==> config.mk <==
export PLATFORM = sky130hd
export DESIGN_NAME = attn_seq_core
export DESIGN_NICKNAME = d
export VERILOG_FILES = /design/src/rtl/attn_seq_core.sv
export SDC_FILE = /design/constraint.sdc
export NUM_CORES = 2
export LEC_CHECK = 0
export CAP_MARGIN = 25
export CORE_MARGIN = 2
export CORE_UTILIZATION = 45
export DETAILED_ROUTE_END_ITERATION = 8
export GPL_ROUTABILITY_DRIVEN = 0
export PLACE_DENSITY = 0.66
export SYNTH_ARGS = -nofsm -noshare
export SYNTH_HDL_FRONTEND = slang
export SYNTH_SLANG_ARGS = --single-unit
==> constraint.sdc <==
create_clock -name clk -period 21.6 [get_ports clk]
set_input_delay 3.24 -clock clk [delete_from_list [all_inputs] [get_ports clk]]
set_output_delay 3.24 -clock clk [all_outputs]
set_load 0.1 [all_outputs]
==> src/rtl/attn_seq_core.sv <==
// Sequential single-head attention core: loads Q/K/V, computes scores, optional
// min-shift/square normalisation, output MAC, then streams O row-major.
module attn_seq_core #(
    parameter int N     = 8,
    parameter int D     = 4,
    parameter int DW    = 16,
    parameter int FRAC  = 8,
    parameter int ACC_W = 36
) (
    input  logic          clk,
    input  logic          rst,
    input  logic          en,
    input  logic          start,
    input  logic          norm_bypass,
    input  logic          in_valid,
    output logic          in_ready,
    input  logic [DW-1:0] in_data,
    output logic          out_valid,
    input  logic          out_ready,
    output logic [DW-1:0] out_data,
    output logic          out_last,
    output logic          busy,
    output logic          done,
    output logic          sat_flag
);

    localparam int ND = N * D;
    localparam int NN = N * N;
    localparam int LW = $clog2(3 * ND);
    localparam int OW = $clog2(ND);
    localparam int MW = $clog2(NN);
    localparam int NW = $clog2(N);
    localparam int CW = $clog2((N > D) ? N : D) + 1;

    typedef enum logic [2:0] {
        S_IDLE, S_LOAD, S_SCORE, S_MIN, S_NORM, S_OUTMAC, S_DRAIN
    } state_t;

    state_t           r_state;
    logic             r_bypass;
    logic [LW-1:0]    r_ld;
    logic [CW-1:0]    r_a, r_b, r_c;
    logic [ACC_W-1:0] r_acc;
    logic [DW-1:0]    r_min;
    logic [OW-1:0]    r_oidx;

    logic [DW-1:0] r_q [ND];
    logic [DW-1:0] r_k [ND];
    logic [DW-1:0] r_v [ND];
    logic [DW-1:0] r_s [NN];
    logic [DW-1:0] r_m [N];
    logic [DW-1:0] r_o [ND];

    logic [CW-1:0]    w_c_lim, w_b_lim, w_a_nxt, w_b_nxt, w_c_nxt;
    logic             w_c_last, w_b_last, w_a_last, w_all_last;
    logic [MW-1:0]    w_s_addr;
    logic [DW-1:0]    w_s_cur, w_diff, w_min_nxt, w_op_a, w_op_b, w_q_val;
    logic [2*DW-1:0]  w_prod;
    logic [ACC_W-1:0] w_acc_nxt, w_q_in;
    logic [DW:0]      w_q_res;
    logic             w_q_sat;

    // Round half up and clamp to DW bits; MSB of the result flags saturation.
    function automatic logic [DW:0] quant(input logic [ACC_W-1:0] x);
        logic [ACC_W:0] t;
        logic           sat;
        t   = ({1'b0, x} + ((ACC_W+1)'(1) << (FRAC - 1))) >> FRAC;
        sat = |t[ACC_W:DW];
        return {sat, sat ? {DW{1'b1}} : t[DW-1:0]};
    endfunction

    // Loop limits: inner index is k in SCORE, j in OUTMAC, unused in MIN/NORM.
    always_comb begin
        // NOTE: every always_comb output gets a default first so no path infers a latch.
        w_c_lim = '0;
        w_b_lim = CW'(N - 1);
        case (r_state)
            S_SCORE:  w_c_lim = CW'(D - 1);
            S_OUTMAC: begin
                w_c_lim = CW'(N - 1);
                w_b_lim = CW'(D - 1);
            end
            default: ;
        endcase
    end

    assign w_c_last   = (r_c == w_c_lim);
    assign w_b_last   = (r_b == w_b_lim);
    assign w_a_last   = (r_a == CW'(N - 1));
    assign w_all_last = w_c_last & w_b_last & w_a_last;

    always_comb begin
        w_a_nxt = r_a;
        w_b_nxt = r_b;
        w_c_nxt = r_c + CW'(1);
        if (w_c_last) begin
            w_c_nxt = '0;
            if (w_b_last) begin
                w_b_nxt = '0;
                w_a_nxt = w_a_last ? '0 : r_a + CW'(1);
            end else begin
                w_b_nxt = r_b + CW'(1);
            end
        end
    end

    assign w_s_addr  = MW'(r_a * N + r_b);
    assign w_s_cur   = r_s[w_s_addr];
    assign w_diff    = w_s_cur - r_m[NW'(r_a)];
    assign w_min_nxt = (r_b == '0 || w_s_cur < r_min) ? w_s_cur : r_min;

    // The single shared multiplier: Q*K, diff^2 or P*V depending on stage.
    always_comb begin
        w_op_a = '0;
        w_op_b = '0;
        case (r_state)
            S_SCORE: begin
                w_op_a = r_q[OW'(r_a * D + r_c)];
                w_op_b = r_k[OW'(r_b * D + r_c)];
            end
            S_NORM: begin
                w_op_a = w_diff;
                w_op_b = w_diff;
            end
            S_OUTMAC: begin
                w_op_a = r_s[MW'(r_a * N + r_c)];
                w_op_b = r_v[OW'(r_c * D + r_b)];
            end
            default: ;
        endcase
    end

    assign w_prod    = w_op_a * w_op_b;
    assign w_acc_nxt = ((r_c == '0) ? '0 : r_acc) + ACC_W'(w_prod);
    assign w_q_in    = (r_state == S_NORM) ? ACC_W'(w_prod) : w_acc_nxt;
    assign w_q_res   = quant(w_q_in);
    assign w_q_val   = w_q_res[DW-1:0];
    assign w_q_sat   = w_q_res[DW];

    always_ff @(posedge clk) begin
        if (rst) begin
            // NOTE: operand/result memories are deliberately left out of reset; every job rewrites them before use.
            r_state   <= S_IDLE;
            r_bypass  <= 1'b0;
            r_ld      <= '0;
            r_a       <= '0;
            r_b       <= '0;
            r_c       <= '0;
            r_acc     <= '0;
            r_min     <= '0;
            r_oidx    <= '0;
            in_ready  <= 1'b0;
            out_valid <= 1'b0;
            out_data  <= '0;
            out_last  <= 1'b0;
            busy      <= 1'b0;
            done      <= 1'b0;
            sat_flag  <= 1'b0;
        end else if (en) begin
            done <= 1'b0;
            case (r_state)
                S_IDLE: if (start) begin
                    r_bypass <= norm_bypass;
                    sat_flag <= 1'b0;
                    r_ld     <= '0;
                    r_a      <= '0;
                    r_b      <= '0;
                    r_c      <= '0;
                    in_ready <= 1'b1;
                    busy     <= 1'b1;
                    r_state  <= S_LOAD;
                end
                S_LOAD: if (in_valid) begin
                    if (r_ld < LW'(ND))          r_q[OW'(r_ld)]                <= in_data;
                    else if (r_ld < LW'(2 * ND)) r_k[OW'(r_ld - LW'(ND))]     <= in_data;
                    else                         r_v[OW'(r_ld - LW'(2 * ND))] <= in_data;
                    if (r_ld == LW'(3 * ND - 1)) begin
                        in_ready <= 1'b0;
                        r_state  <= S_SCORE;
                    end else begin
                        r_ld <= r_ld + LW'(1);
                    end
                end
                S_SCORE: begin
                    r_acc <= w_acc_nxt;
                    {r_a, r_b, r_c} <= {w_a_nxt, w_b_nxt, w_c_nxt};
                    if (w_c_last) begin
                        r_s[w_s_addr] <= w_q_val;
                        if (w_q_sat) sat_flag <= 1'b1;
                    end
                    if (w_all_last) r_state <= r_bypass ? S_OUTMAC : S_MIN;
                end
                S_MIN: begin
                    r_min <= w_min_nxt;
                    {r_a, r_b, r_c} <= {w_a_nxt, w_b_nxt, w_c_nxt};
                    if (w_b_last) r_m[NW'(r_a)] <= w_min_nxt;
                    if (w_all_last) r_state <= S_NORM;
                end
                S_NORM: begin
                    r_s[w_s_addr] <= w_q_val;
                    if (w_q_sat) sat_flag <= 1'b1;
                    {r_a, r_b, r_c} <= {w_a_nxt, w_b_nxt, w_c_nxt};
                    if (w_all_last) r_state <= S_OUTMAC;
                end
                S_OUTMAC: begin
                    r_acc <= w_acc_nxt;
                    {r_a, r_b, r_c} <= {w_a_nxt, w_b_nxt, w_c_nxt};
                    if (w_c_last) begin
                        r_o[OW'(r_a * D + r_b)] <= w_q_val;
                        if (w_q_sat) sat_flag <= 1'b1;
                    end
                    if (w_all_last) begin
                        r_oidx    <= '0;
                        out_valid <= 1'b1;
                        out_data  <= r_o[OW'(0)];
                        out_last  <= 1'b0;
                        r_state   <= S_DRAIN;
                    end
                end
                S_DRAIN: if (out_ready) begin
                    if (r_oidx == OW'(ND - 1)) begin
                        out_valid <= 1'b0;
                        out_data  <= '0;
                        out_last  <= 1'b0;
                        busy      <= 1'b0;
                        done      <= 1'b1;
                        r_state   <= S_IDLE;
                    end else begin
                        r_oidx   <= r_oidx + OW'(1);
                        out_data <= r_o[r_oidx + OW'(1)];
                        out_last <= (r_oidx == OW'(ND - 2));
                    end
                end
                default: r_state <= S_IDLE;
            endcase
        end
    end

endmodule

======== Word level (Yosys, flattened, before mapping) ========
Memories as Yosys holds them, arrays and structs flattened. A register that Yosys moved wholly into a read port is not among the register bits.
Index checks and enable logic that the tools add are counted.
operators by class
  $add $sub $neg .......................... 16
  multiply operators ...................... 1
  $lt $le $gt $ge ......................... 3
  equal/unequal tests ..................... 26
  multiplexer cells ....................... 102
  bitwise logic cells ..................... 3
  reduce and logical (&&, ||, !) cells .... 26
operators by type and width
  operator                                       count
  two-way mux 16 bit                             6
  one-hot mux 16 bit (3 select lines)            2
  two-way mux 36 bit                             2
  two-way mux 1 bit                              53
  two-way mux 3 bit                              13
  adder 36 x 8 -> 37 bit, second input constant  1
  adder 36 x 32 -> 36 bit                        1
  multiplier 16 x 16 -> 32 bit                   1
  one-hot mux 16 bit (2 select lines)            1
  AND reduction 5 bit                            6
  two-way mux 4 bit                              7
  one-hot mux 4 bit (2 select lines)             3
  inequality test 2 bit, second input constant   11
  two-way mux 7 bit                              3
  one-hot mux 3 bit (7 select lines)             1
  adder 5 x 4 -> 5 bit                           4
  < comparator 16 bit                            1
  subtractor 16 bit                              1
  two-way mux 5 bit                              3
  one-hot mux 7 bit (2 select lines)             1
  OR reduction 13 bit                            1
  adder 4 x 1 -> 4 bit, second input constant    3
  adder 6 x 4 -> 6 bit                           2
  AND reduction 4 bit                            3
  29 further kinds                               47
storage, ports and cells
  flip-flop bits (word level) ............. 102
  RAM bits ................................ 3200
  input port bits ......................... 23
  output and inout port bits .............. 22
  logic and storage cells ................. 199
  memories kept ........................... 6
memories
  memory  words  bits a word  read ports  clocked after Yosys merged registers in  wr ports  line  text
  r_s     64     16           2           0                                        1         50    logic [DW-1:0] r_s [NN];
  r_k     32     16           1           0                                        1         48    logic [DW-1:0] r_k [ND];
  r_o     32     16           2           0                                        1         52    logic [DW-1:0] r_o [ND];
  r_q     32     16           1           0                                        1         47    logic [DW-1:0] r_q [ND];
  r_v     32     16           1           0                                        1         49    logic [DW-1:0] r_v [ND];
  r_m     8      16           1           1                                        1         51    logic [DW-1:0] r_m [N];

======== Depth between registers and ports, before layout ========
An unclocked memory read counts as a cell.
  word-level depth ........................ 12
  mapped depth ............................ 67
  gate-level depth less buffers ........... 59

======== Least setup slack after synthesis ========
No wires, ideal clock.
  path kind ............................... flip-flop to flip-flop
  from .................................... register r_b[1]
  to ...................................... memory r_o[0][0] (data pin)
  setup time .............................. 0.464 ns
  arrival ................................. 15.342 ns
  data required time ...................... 21.136 ns
  setup slack ............................. 5.794 ns
  stages on the path, launching flop included .. 66
  path buffers ............................ 11
  period minus slack after synthesis ...... 15.806 ns
  cell sequence ........................... dfxtp_1 > buf_2 > buf_2 > and3_1 > clkbuf_1 > clkbuf_1 > clkbuf_1 > clkbuf_1 > clkbuf_1 > buf_1 > a22oi_1 > a41oi_1 > nor3_1 > o211ai_1 > inv_1 > fa_1 > nor2b_1 > o21ai_0 > [... 30 more ...] > a21oi_1 > xnor2_1 > ha_1 > a21o_1 > a21oi_1 > o21bai_1 > a2111oi_0 > nor3_1 > a31o_2 > a21oi_1 > xnor2_1 > nor4_1 > nand2_1 > or4_1 > a21o_1 > and4bb_1 > buf_6 > nand2b_1
on the way
  cells in the longest elaborated chain, start to end .. 10
  elaborated cells on any way between the ends .. 15
  those cells by class .................... 6 x add/sub; 1 x mul; 4 x mux; 1 x reduce/logical; 3 x memory
RTL lines
  what                                 line  text
  start: declaration                   42    logic [CW-1:0] r_a, r_b, r_c;
  start signal: assignment             186   {r_a, r_b, r_c} <= {w_a_nxt, w_b_nxt, w_c_nxt};
  start signal: assignment             195   {r_a, r_b, r_c} <= {w_a_nxt, w_b_nxt, w_c_nxt};
  start signal: assignment             202   {r_a, r_b, r_c} <= {w_a_nxt, w_b_nxt, w_c_nxt};
  adder 6 x 4 -> 6 bit                 107   assign w_s_addr = MW'(r_a * N + r_b);
  memory read (64 x 16 bit)            n/a
  subtractor 16 bit                    109   assign w_diff = w_s_cur - r_m[NW'(r_a)];
  one-hot mux 16 bit (3 select lines)  116   case (r_state)
  multiplier 16 x 16 -> 32 bit (*)     133   assign w_prod = w_op_a * w_op_b;
  adder 36 x 32 -> 36 bit              134   assign w_acc_nxt = ((r_c == '0) ? '0 : r_acc) + ACC_W'(w_prod);
  two-way mux 36 bit (*)               135   assign w_q_in = (r_state == S_NORM) ? ACC_W'(w_prod) : w_acc_nxt;
  adder 36 x 8 -> 37 bit (*)           67    t = ({1'b0, x} + ((ACC_W+1)'(1) << (FRAC - 1))) >> FRAC;
  OR reduction 13 bit                  68    sat = |t[ACC_W:DW];
  two-way mux 16 bit (*)               69    return {sat, sat ? {DW{1'b1}} : t[DW-1:0]};
  net w_q_val[0]                       57    logic [DW-1:0] w_s_cur, w_diff, w_min_nxt, w_op_a, w_op_b, w_q_val;
  end: declaration                     52
The timed path passes the listed nets; every way through them passes the cells marked *.

======== Worst setup path after layout ========
  from .................................... register r_b[1]
  to ...................................... memory r_s[47][5] (data pin)
on the way
  cells in the longest elaborated chain, start to end .. 11
  elaborated cells on any way between the ends .. 16
  those cells by class .................... 6 x add/sub; 1 x mul; 5 x mux; 1 x reduce/logical; 3 x memory
RTL lines
  what                                 line
  adder 6 x 4 -> 6 bit                 107
  memory read (64 x 16 bit)            n/a
  subtractor 16 bit                    109
  one-hot mux 16 bit (3 select lines)  116
  multiplier 16 x 16 -> 32 bit (*)     133
  adder 36 x 32 -> 36 bit              134
  two-way mux 36 bit (*)               135
  adder 36 x 8 -> 37 bit (*)           67
  OR reduction 13 bit                  68
  two-way mux 16 bit (*)               69
  net w_q_val[5]                       57
  two-way mux 16 bit (no line) (*)     n/a
  end: declaration                     50
Marks and branches as above.

==> results_dict.tcl <==
set metrics [dict create \
    cts_resized 0 \
    synth_cells 8061 \
    cp-end-kind "flip-flop" \
    numClockSinks 3305 \
    grt_overflow 0 \
    synth_common_cells "3200 x edfxtp_1, 998 x mux4_2, 368 x nor2_1, 348 x clkbuf_1, 335 x nand2_1" \
    slowest_delay_ns 0.91 \
    hold_slack_ns 0.449 \
    wirelength_um 413000 \
    viasPerCell 6.47 \
    synth_ff_type "edfxtp_1" \
    hold_start "r_acc[10]" \
    power_density_nw_per_um2 98.8 \
    antenna_found_initial 14 \
    clk_pin_slew_ns 0.06 \
    core_area_um2 324000 \
    startpoint_type "flip-flop" \
    grt_usage_pct 24.7 \
    clk_path_buf_depth 4 \
    rsz0062_at_grt "no" \
    p_clk_share_pct 34.8 \
    synthTopCellsByArea "edfxtp_1 66%, mux4_2 15%, fa_1 2.7%" \
    fmaxAchievable_ghz 0.0531 \
    die_y_um 574 \
    io_pins 45 \
    path_class "flip-flop to flip-flop" \
    synth_edf_count 3200 \
    worst_slew_pin_slew_ns 1.20 \
    maxCapViolations 0 \
    hold_buffers 0 \
    p_sw_share_pct 26.9 \
    grt_pass1_wl_um 593000 \
    finalCritPeriodShare_pct 87.2 \
    portBuffers 44 \
    route.detailed.drc 0 \
    routedWlPerCell_um 32.2 \
    combPwrFrac_pct 15.2 \
    h-tree-depth 5 \
    final_nets 8664 \
    antenna_left 0 \
    grt_max_degree 97 \
    fin_skew_ns 0.0552 \
    syn_to_final_growth_pct 12.6 \
    finalMaxSlewViolations 0 \
    crit_path_top_delay_cell "o311ai_0" \
    p_seq_share_pct 50.0 \
    min_path_type "flip-flop to flip-flop" \
    vias 83100 \
    async_flop_share_pct 0 \
    arrival_ns 19.18 \
    clk_latency_ns 0.93 \
    finalSetupViolations 0 \
    synth_top_area_share_pct 65.7 \
    reg2reg_from "r_b[1]" \
    cts_tree "built" \
    p_leak_nw 52.0 \
    drive_above_1_share_pct 23.7 \
    finalSetupTns_ns 0 \
    ir_drop_v 0.000144 \
    syn_area_um2 146000 \
    rows 209 \
    drt_iter0_drc 12100 \
    crit_start "r_b[1]" \
    grt_pass1_vias 83000 \
    cts_root_buf "clkbuf_16" \
    maxSlewHeadroom_pct 19.7 \
    drtPass1Iterations 6 \
    hold_violations 0 \
    synth.avg_cell_area_um2 18.1 \
    yosysMostFrequentCell "edfxtp_1" \
    cp.required_ns 21.95 \
    final_cells 12800 \
    status "complete, no violations" \
    die_area_um2 330000 \
    ys_seq_area_share_pct 67.1 \
    internal_power_mw 11.9 \
    syn_nets 8474 \
    cts_buffers 337 \
    die_w_um 574 \
    cts_setup_buffers 0 \
    dp_hpwl_um 243000 \
    yosysUniqueCellTypes 91 \
    layout_min_cycle_time_ns 18.83 \
    synth_warnings 0 \
    synth_seq_cells 3305 \
    yosysTopAreaCell "edfxtp_1" \
    place_inst 12200 \
    crit_fanout 96 \
    power.switching_mw 4.38 \
    floorplan.initialDensity_pct 45.2 \
]
-- cell usage in the layout (no fill, tap or decap), drive strengths merged, types with 16 or more instances in the layout --
| master | count |
|---|---|
| o21ai | 72 |
| nand2 | 346 |
| a22o | 124 |
| nand3 | 68 |
| mux2i | 134 |
| xor2 | 33 |
| mux4 | 998 |
| bufinv | 25 |
| inv | 311 |
| clkbuf | 415 |
| nor2 | 368 |
| nand4 | 25 |
| a221oi | 112 |
| nor2b | 39 |
| a22oi | 267 |
| nor3b | 16 |
| and3 | 19 |
| ha | 190 |
| edfxtp | 3200 |
| a211oi | 37 |
| nand2b | 39 |
| a31oi | 134 |
| buf | 319 |
| a21o | 39 |
| nor3 | 70 |
| mux2 | 20 |
| clkdlybuf4s50 | 27 |
| o211ai | 28 |
| fa | 200 |
| dfxtp | 105 |
| clkinv | 132 |
| clkinvlp | 16 |
| xnor2 | 50 |
| a21boi | 16 |
| nor4 | 29 |
| o21a | 18 |
| a21oi | 158 |
| and2 | 121 |
| or3 | 37 |
-- cell type report --
| class | count | area [µm²] |
|---|---|---|
| repair buffers | 346 | 3230 |
| inverters | 300 | 1130 |
| clock inverters | 184 | 1730 |
| clock buffers | 415 | 8850 |
| multi-input cells | 3961 | 46100 |
| fillers | 25700 | 159000 |
| well taps | 4325 | 5410 |
| diodes | 5 | 12.5 |
| flip-flops and latches | 3305 | 98200 |
-- worst max-delay path, delay by kind of cell (launching register included) --
kind | cells | cell delay (ns)
buf+inv | 6 | 1.75
xor+xnor | 1 | 0.18
fa+ha+maj | 9 | 4.32
simple gates | 13 | 4.47
compound gates | 25 | 6.46
mux | 1 | 0.31
flops | 1 | 0.48
-- flip-flops by register name, summed over array words and instances, names as in the netlist, 36 cells and up, named ones only --
| name | flops |
|---|---|
| r_o | 512 |
| r_acc | 36 |
| r_k | 512 |
| r_m | 128 |
| r_s | 1024 |
| r_v | 512 |
| r_q | 512 |
-- worst paths after layout --
kind                      to  slack [ns]  cells after the start
setup / recovery  r_s[47][5]        2.77                     55
hold / removal     r_acc[10]        0.45                      2
setup reg to reg  r_s[47][5]        2.77                     55
hold reg to reg    r_acc[10]        0.45                      2
-- power groups by stage --
stage          Sequential [mW]  Clock [mW]  Combinational, mW
6_report                  8.13        5.67               2.47
5_1_grt                   8.13        5.98               2.63
4_1_cts                   8.14        5.73               2.34
3_5_place_dp              8.28           0               2.34
3_3_place_gp              8.27           0               2.24
2_1_floorplan             8.27           0               1.33
-- cells by family (layout without fill, tap and decap cells) --
logic type | count (synthesis) | in the layout | synth area share (%)
muxes | 1152 | 1152 | 16.4
and+or+nand+nor | 1232 | 1232 | 4.04
adders and majority gates | 390 | 390 | 4.36
DFF | 3305 | 3305 | 67.1
AOI/OAI and AO/OA | 1104 | 1104 | 5.46
buffers and inverters | 795 | 1245 | 2.07
other | 0 | 5 | 0
xor gates and xnor gates | 83 | 83 | 0.497
-- stage by stage --
stage                     util [%]  worst slack [ns]  instance area, µm²  power (mW)
after floorplan                  -              5.79              146000        9.60
after global placement        47.4              3.96              153000        10.5
after detailed placement      47.4              3.48              154000        10.6
after CTS                     50.7              3.42              164000        16.2
after global routing          50.9              1.71              165000        16.7
final                         50.9              2.77              165000        16.3
-- routing by layer --
layer	GRT usage, %	vias up	routed length (µm)
li1	-	33300	-
met1	34.0	43500	157000
met2	37.9	5288	190000
met3	5.58	928	45600
met4	10.5	10	19800
met5	0	-	64
No activity file was read; power rests on OpenSTA's default activity.
